## config.mk

```make
export PLATFORM = sky130hd
export DESIGN_NAME = fetch_stage
export DESIGN_NICKNAME = d
export VERILOG_FILES = /design/src/rtl/fetch_stage.sv
export SDC_FILE = /design/constraint.sdc
export NUM_CORES = 1
export LEC_CHECK = 0
export ABC_AREA = 0
export BUFFER_PORTS_ARGS = -buffer_cell sky130_fd_sc_hd__buf_2
export CAP_MARGIN = 10
export CORE_ASPECT_RATIO = 1.1
export CORE_MARGIN = 8
export CORE_UTILIZATION = 46
export DETAILED_ROUTE_END_ITERATION = 16
export GPL_ROUTABILITY_DRIVEN = 0
export GPL_TIMING_DRIVEN = 0
export HOLD_SLACK_MARGIN = 0.06
export PLACE_DENSITY = 0.71
export SLEW_MARGIN = 20
export SYNTH_ARGS = -nofsm -noshare
export SYNTH_HDL_FRONTEND = slang
export SYNTH_SLANG_ARGS = --single-unit
```

## constraint.sdc

```tcl
create_clock -name clk -period 2.94 [get_ports clk]
set_input_delay 0.294 -clock clk [delete_from_list [all_inputs] [get_ports clk]]
set_output_delay 0.294 -clock clk [all_outputs]
set_load 0.02 [all_outputs]
```

## src/rtl/fetch_stage.sv

```systemverilog
// Instruction fetch stage: PC register, IF/ID pipeline register and a RUN/HALT
// controller. The instruction ROM sits outside and answers imem_addr combinationally.
module fetch_stage #(
  parameter int N       = 64,
  parameter int IMEM_AW = 7
) (
  input  logic               clk,
  input  logic               reset,
  input  logic               stall_F,
  input  logic               redirect_E,
  input  logic [N-1:0]       target_E,
  output logic [IMEM_AW-1:0] imem_addr,
  input  logic [31:0]        imem_q,
  output logic [31:0]        instr_D,
  output logic [N-1:0]       pc_D,
  output logic               valid_D,
  output logic               halted,
  output logic [15:0]        fetch_cnt
);

  typedef enum logic {RUN, HALT} state_t;

  state_t       state, state_n;
  logic [N-1:0] pc;
  logic         halt_word;

  // An all-zero instruction word is the halt marker.
  assign halt_word = (imem_q == 32'h0000_0000);
  assign imem_addr = pc[IMEM_AW+1:2];

  always_ff @(posedge clk) begin
    if (!reset) state <= RUN;
    else        state <= state_n;
  end

  always_comb begin
    state_n = state;
    if (redirect_E)
      state_n = RUN;
    else if (state == RUN && !stall_F && halt_word)
      state_n = HALT;
  end

  always_comb begin
    halted = (state == HALT);
  end

  // Redirect outranks everything except reset, including stall and HALT.
  always_ff @(posedge clk) begin
    if (!reset) begin
      pc        <= '0;
      instr_D   <= '0;
      pc_D      <= '0;
      valid_D   <= 1'b0;
      fetch_cnt <= '0;
    end else if (redirect_E) begin
      pc      <= {target_E[N-1:2], 2'b00};
      instr_D <= '0;
      pc_D    <= '0;
      valid_D <= 1'b0;
    end else if (state == HALT) begin
      instr_D <= '0;
      pc_D    <= '0;
      valid_D <= 1'b0;
    end else if (stall_F) begin
      pc <= pc;
    end else if (halt_word) begin
      instr_D <= '0;
      pc_D    <= '0;
      valid_D <= 1'b0;
    end else begin
      pc      <= pc + N'(4);
      instr_D <= imem_q;
      pc_D    <= pc;
      valid_D <= 1'b1;
      if (fetch_cnt != 16'hFFFF)
        fetch_cnt <= fetch_cnt + 16'd1;
    end
  end

endmodule

```

==> results of run 1 <==
-- logic make-up (layout without fill, tap and decap cells) --
| group | Yosys count | after routing | share of synthesized area (%) |
|---|---|---|---|
| other | 1 | 3 | 0.0448 |
| AOI/OAI and AO/OA | 251 | 251 | 18.1 |
| and+or+nand+nor | 431 | 431 | 29.6 |
| buffers and inverters | 98 | 344 | 5.04 |
| DFF | 174 | 174 | 41.7 |
| xor gates and xnor gates | 11 | 11 | 1.15 |
| muxes | 34 | 34 | 4.07 |
| adders and majority gates | 2 | 2 | 0.299 |
-- cell usage after synthesis (2+ instances only) --
cell         n  area [um2]
nor4_1      21         131
a311oi_1    15         131
buf_1        5        18.8
o31a_1       3        26.3
xor2_1      10        87.6
nor3b_1      5        37.5
ha_1         2        25.0
o31ai_1     15         113
a31oi_1     15        93.8
o21a_1       2        15.0
o211ai_1     8        60.1
nand2b_1     3        18.8
dfxtp_1    174        3480
buf_4       10        75.1
inv_1        4        15.0
nor2b_1     12        75.1
o2111ai_1    7        61.3
a211oi_1    12        90.1
or4_1       14         105
nor4b_1      8        70.1
nor2_1      62         233
mux2i_1     34         340
nor3_1      24         120
nand3_1     33         165
nand2_1     91         342
clkbuf_1    66         248
buf_2       13        65.1
a21oi_1     89         445
and3_1      10        62.6
o21ai_0     76         380
and2_1       5        31.3
nor4_4       2        42.5
nand3b_1    61         458
o211a_1      2        20.0
o41a_1       2        22.5
nand4_1     28         175
and4_1      20         175
or2_2        3        18.8
nor4_2       2        25.0
or3_1       20         125
-- worst max-delay path, stage by stage, from the launching register on --
cell,delay [ps]
dfxtp_1,490
ha_1,280
nand3_1,120
nor4_1,470
o211ai_2,350
buf_2,310
nor4_1,280
a211oi_1,120
-- cell usage in the layout (no fill, tap or decap), drive strengths merged, types with 29 or more instances in the layout --
| cell type | synthesis | final |
|---|---|---|
| mux2i | 34 | 34 |
| nand3b | 61 | 61 |
| nand2 | 91 | 91 |
| nand4 | 29 | 29 |
| o21ai | 76 | 76 |
| dfxtp | 174 | 174 |
| buf | 28 | 242 |
| clkbuf | 66 | 83 |
| a21oi | 89 | 89 |
| nor2 | 62 | 62 |
| nand3 | 33 | 33 |
-- per-stage QoR --
stage	hold slack (ps)	total power, mW
finish	104	5.38
detailed placement	451	3.17
CTS	90.8	5.41
floorplan	438	2.92
global route	104	5.57
global placement	446	3.16
-- sequential cells by signal, indices dropped and copies added (netlist names) --
| register | count |
|---|---|
| fetch_cnt | 16 |
| halted | 1 |
| instr_D | 32 |
| pc | 62 |
| pc_D | 62 |
| valid_D | 1 |
-- worst max path at each step --
| stage | from | endpoint | slack, ps | depth (start not counted) |
|---|---|---|---|---|
| 6_report | pc[2] | pc[60] | 410 | 7 |
| 5_1_grt | pc[2] | pc[60] | 250 | 7 |
| 4_1_cts | pc[2] | pc[40] | 450 | 7 |
| 3_5_place_dp | imem_q[17] | pc[45] | 100 | 8 |
| 3_3_place_gp | imem_q[17] | pc[49] | 130 | 8 |
| 2_1_floorplan | fetch_cnt[2] | fetch_cnt[14] | 890 | 8 |
-- power by group through the flow --
stage                     combinational, mW  sequential [mW]  clock (mW)
after detailed placement              0.563             2.60           0
after CTS                             0.566             2.55        2.29
final                                 0.568             2.55        2.26
after floorplan                       0.305             2.62           0
after global routing                  0.617             2.57        2.38
after global placement                0.556             2.60           0
-- cell type report --
type / instances / area, um2 / share of cell area (%)
multi-input combinational: 731 / 4460 / 43.2
sequential: 174 / 3480 / 33.7
timing repair buffer: 214 / 1070 / 10.4
clock buffer: 17 / 425 / 4.12
buffer: 94 / 407 / 3.94
tap: 238 / 298 / 2.88
clock inverter: 15 / 165 / 1.60
inverter: 4 / 15.0 / 0.145
antenna: 1 / 2.50 / 0.0242
-- routing by layer --
layer | up-vias | GRT usage (%) | part of all wire (%)
met5 | - | 0 | 0.11
met4 | 6 | 9.92 | 3.1
met3 | 71 | 6.36 | 8.6
met2 | 359 | 41.0 | 47
met1 | 4103 | 30.1 | 41
li1 | 4198 | - | -
==> flow_metrics.py, run 1 <==
metrics = {
    "drt": {
        "drc_errors": 0,
        "wl_per_cell_um": 19.3,
        "viasPerCell": 5.87,
        "first_iter_violations": 707,
        "vias": 8737,
        "detail-route-antenna-nets": 0,
        "drt-pass1-iter-count": 6,
        "drt-total-wl_um": 28800,
    },
    "cells_and_area": {
        "drive_gt1_share_pct": 22.6,
        "fin_nets": 1338,
        "areaGrowthSynthToFinish_pct": 23.5,
        "fill_cells": 1768,
        "finalInstanceArea_um2": 10300,
        "fin_cells": 1488,
        "final_util_pct": 58.2,
    },
    "place": {
        "dpl_cell_area_um2": 9730,
        "place_inst": 1455,
        "post-place-ws_ps": 100,
        "hpwl_um": 21500,
        "port_buffers": 214,
    },
    "setup_path": {
        "r2r_setup_slack_ps": 410,
        "crit_path_end_kind": "flop",
        "critPathKind": "reg -> reg",
        "cp.arrival_ps": 2840,
        "rr_worst_depth": 7,
        "worstReg2RegEnd": "pc[60]",
        "critPathRequiredTime_ps": 3250,
        "critPathLaunchType": "flop",
        "reg2reg_from": "pc[2]",
        "cp_max_fo": 10,
    },
    "cts": {
        "ctsRootBufferMaster": "clkbuf_16",
        "cts_tree": "built",
        "cts_buffers": 17,
        "cts_resized": 0,
        "cts.sinks": 174,
        "post-cts-setup-buffers": 0,
        "clockBufferDepth": 2,
        "cts_max_level": 4,
        "clk_pin_slew_ps": 80,
        "postCtsHoldBufs": 0,
        "clock_insertion_delay_worst_skew_ps": 440,
    },
    "sta": {
        "maxSlewHeadroom_pct": 40.9,
        "finalHoldViolCount": 0,
        "finalClockSkew_ps": 8.56,
        "setup_viol": 0,
        "drv_slew": 0,
        "fmax_ghz": 0.395,
        "timing.final.ws_setup_ps": 406,
        "min_period_ps": 2530,
        "max_slew.worst_pin.slew_ps": 879,
        "period_share_pct": 86.2,
        "rsz0062_at_grt": "no",
        "fin_tns_setup_ps": 0,
    },
    "logic_synthesis": {
        "syn_inst": 1002,
        "synth-edff-count": 0,
        "synth_seq_cells": 174,
        "yosysSeqAreaShare_pct": 41.7,
        "yosys_warnings": 0,
        "yosysUniqueCellTypes": 54,
        "yosys_most_used_dff": "dfxtp_1",
        "syn_area_um2": 8360,
        "synth-async-reset-ratio_pct": 0,
        "syn_area_per_cell_um2": 8.35,
    },
    "power_and_ir_drop": {
        "vdd_drop_max_uv": 433,
        "p_seq_share_pct": 47.5,
        "swShare_pct": 29.1,
        "power.switching_mw": 1.56,
        "p_comb_share_pct": 10.6,
        "p_leak_nw": 4.02,
        "cellPowerDensity_nw_per_um2": 521,
        "pwr-share-clk_pct": 42.0,
        "p_int_mw": 3.82,
    },
    "die": {
        "start_util_pct": 47.1,
        "fp.dieW_um": 145,
        "die_h_um": 157,
        "pin_count": 221,
        "core_area_um2": 17700,
        "dieArea_um2": 22800,
        "rows": 51,
    },
    "global_route": {
        "antenna_found_initial": 3,
        "grt_max_degree": 20,
        "grt_pass1_vias": 8372,
        "grtUsageTotal_pct": 24.8,
        "overflow": 0,
        "grt_pass1_wl_um": 44300,
    },
    "flow_run": {
        "cap_violations": 0,
    },
    "min_path": {
        "hp-class": "in -> reg",
        "hold_path_end": "instr_D[29]",
        "hold-path-cell-count": 3,
        "hold_start": "imem_q[29]",
    },
    "run_status": {
        "outcome": "finished clean",
    },
}
(Power assumes the default switching activity.)
==> inputs of run 2 (changes only) <==
- ABC_AREA: 0 -> 1
- CELL_PAD_IN_SITES_DETAIL_PLACEMENT: not set -> 1
- CELL_PAD_IN_SITES_GLOBAL_PLACEMENT: not set -> 1
- CORE_UTILIZATION: 46 -> 40
- PLACE_DENSITY: 0.71 -> not set
- PLACE_DENSITY_LB_ADDON: not set -> 0.1
==> flow_metrics.py, run 2 <==
metrics = {
    "run_status": {
        "outcome": "finished clean",
    },
    "cells_and_area": {
        "final_util_pct": 49.7,
        "largestRegisters": "pc x62, pc_D x62, instr_D x32",
        "final_common_cell": "nand2_1",
        "diodes": 0,
        "regArea_um2": 3480,
        "multi_input_area_um2": 5100,
        "fill_cells": 3215,
        "drive_gt1_share_pct": 19.8,
        "fin_nets": 1825,
        "areaGrowthSynthToFinish_pct": 21.6,
        "final_cell_mix": "nand2_1 (463), buf_2 (226), nor2_1 (219)",
    },
    "place": {
        "port_buffers": 213,
        "hpwl_um": 30700,
    },
    "sta": {
        "min_period_ps": 2850,
        "rsz0062_at_grt": "no",
        "maxSlewHeadroom_pct": 46.1,
        "period_share_pct": 96.9,
        "finalClockSkew_ps": 10.8,
        "drv_slew": 0,
        "finalHoldViolCount": 0,
        "setup_viol": 0,
        "fmax_ghz": 0.351,
        "max_slew.worst_pin.slew_ps": 808,
        "fin_tns_setup_ps": 0,
    },
    "drt": {
        "highest_layer": "met4",
        "met1Wirelength_um": 16300,
        "wl_per_cell_um": 19.1,
        "detail-route-antenna-nets": 0,
        "viasPerCell": 5.29,
        "dr_wl_met2_um": 18800,
        "drc_errors": 0,
        "drt-pass1-iter-count": 5,
        "drt-total-wl_um": 38800,
        "vias": 10765,
        "first_iter_violations": 684,
        "routed-wl-met3_um": 2420,
    },
    "logic_synthesis": {
        "yosys_most_used_dff": "dfxtp_1",
        "synth_area_leaders": "dfxtp_1 (37%), nand2_1 (19%), nor2_1 (8.8%)",
        "yosys_warnings": 0,
        "yosys.area.top_type": "dfxtp_1",
        "syn_area_um2": 9370,
        "yosysSeqAreaShare_pct": 37.2,
        "synth-async-reset-ratio_pct": 0,
        "synth_seq_cells": 174,
        "synth_top_area_share_pct": 37.2,
        "synth-edff-count": 0,
        "yosysUniqueCellTypes": 33,
        "syn_area_per_cell_um2": 6.29,
        "syn_inst": 1490,
        "synth_common_cells": "nand2_1 (463), nor2_1 (220), dfxtp_1 (174)",
        "yosysMostFrequentCell": "nand2_1",
    },
    "cts": {
        "cts.sinks": 174,
        "cts_tree": "built",
        "clk_pin_slew_ps": 80,
        "clockBufferDepth": 2,
        "postCtsHoldBufs": 0,
        "cts_max_level": 4,
        "cts_buffers": 17,
        "clock_insertion_delay_worst_skew_ps": 440,
        "post-cts-setup-buffers": 0,
        "ctsRootBufferMaster": "clkbuf_16",
    },
    "die": {
        "die_h_um": 177,
        "core_area_um2": 22900,
        "fp.dieW_um": 162,
        "rows": 58,
        "dieArea_um2": 28600,
        "pin_count": 221,
        "start_util_pct": 40.9,
    },
    "setup_path": {
        "cp_max_fo": 9,
        "critPathLaunchType": "flop",
        "crit_path_end_kind": "flop",
        "critPathRequiredTime_ps": 3240,
        "cp.arrival_ps": 3150,
        "critPathKind": "reg -> reg",
        "rr_worst_depth": 12,
    },
    "power_and_ir_drop": {
        "cellPowerDensity_nw_per_um2": 489,
        "p_leak_nw": 4.69,
        "vdd_drop_max_uv": 360,
    },
    "global_route": {
        "antenna_found_initial": 0,
        "grt_max_degree": 19,
        "grt_pass1_vias": 11129,
        "grt_pass1_wl_um": 60200,
        "grtUsageTotal_pct": 26.8,
        "overflow": 0,
    },
    "min_path": {
        "hp-class": "in -> reg",
        "hold-path-cell-count": 3,
    },
    "flow_run": {
        "cap_violations": 0,
    },
}
-- run 2: per-stage QoR --
| stage | hold WS [ps] | instance area, um2 | worst slack (ps) | std cells | power, mW |
|---|---|---|---|---|---|
| 3_5_place_dp | 455 | 10800 | 326 | 2004 | 3.31 |
| 4_1_cts | 93.8 | 11400 | 174 | 2036 | 5.59 |
| 3_3_place_gp | 439 | 10800 | 363 | 2004 | 3.29 |
| 2_1_floorplan | 439 | 9370 | 1140 | 1491 | 3.00 |
| 6_report | 102 | 11400 | 92.2 | 2036 | 5.57 |
| 5_1_grt | 108 | 11400 | 1.85 | 2036 | 5.76 |
-- run 2: layout make-up --
cell class,count,area share [%]
Buffer,77,3.37
Clock inverter,14,1.23
Tap cell,300,3.29
Inverter,108,3.56
Clock buffer,18,3.85
Sequential cell,174,30.6
Timing Repair Buffer,213,9.35
Multi-Input combinational cell,1132,44.8
-- run 2: cells by family (layout without fill, tap and decap cells) --
family	count (synthesis)	after routing	synth area share, %
AO/OA/AOI/OAI	236	236	12.9
XOR/XNOR	28	28	2.62
adder cells (fa/ha/maj)	2	2	0.267
buffers and inverters	185	430	8.43
flip-flops	174	174	37.2
multiplexers	2	2	0.214
other	1	2	0.0400
AND/OR/NAND/NOR	862	862	38.4
-- run 2: repair_timing --
item	4_1_cts	5_1_grt
setup endpoints to repair	0	1
endpoints found under the hold margin	0	0
gates resized for setup	0	1
-- run 2: metal layers --
metal / vias up / GRT usage, %
met5: - / 0
met4: 0 / 11.0
met3: 80 / 5.17
met2: 354 / 46.2
met1: 5151 / 32.1
li1: 5180 / -
-- run 2: power breakdown --
group	switching (mW)	internal [mW]	leakage (nW)	total (mW)
clock	1.15	1.16	0.280	2.30
combinational	0.465	0.244	2.98	0.709
sequential	0.111	2.45	1.42	2.56
total	1.72	3.85	4.69	5.57
-- run 2: worst paths after layout --
kind                            startpoint     endpoint  slack [ps]
worst max register to register       pc[2]       pc[38]          90
worst min-delay path            imem_q[18]  instr_D[18]         100
worst max-delay path                 pc[2]       pc[38]          90
worst min register to register    pc_D[55]     pc_D[55]         460
-- run 2: worst max-delay path, stage by stage (launching register included) --
cell and delay (ps):
dfxtp_1 600, ha_1 340, nand2_1 130, nor2_1 310, nand2_2 200, nor2_4 360
nand2_2 190, inv_1 210, nand2_1 80, nand2_1 60, nand3_1 60, nand2_1 100
a21oi_1 60
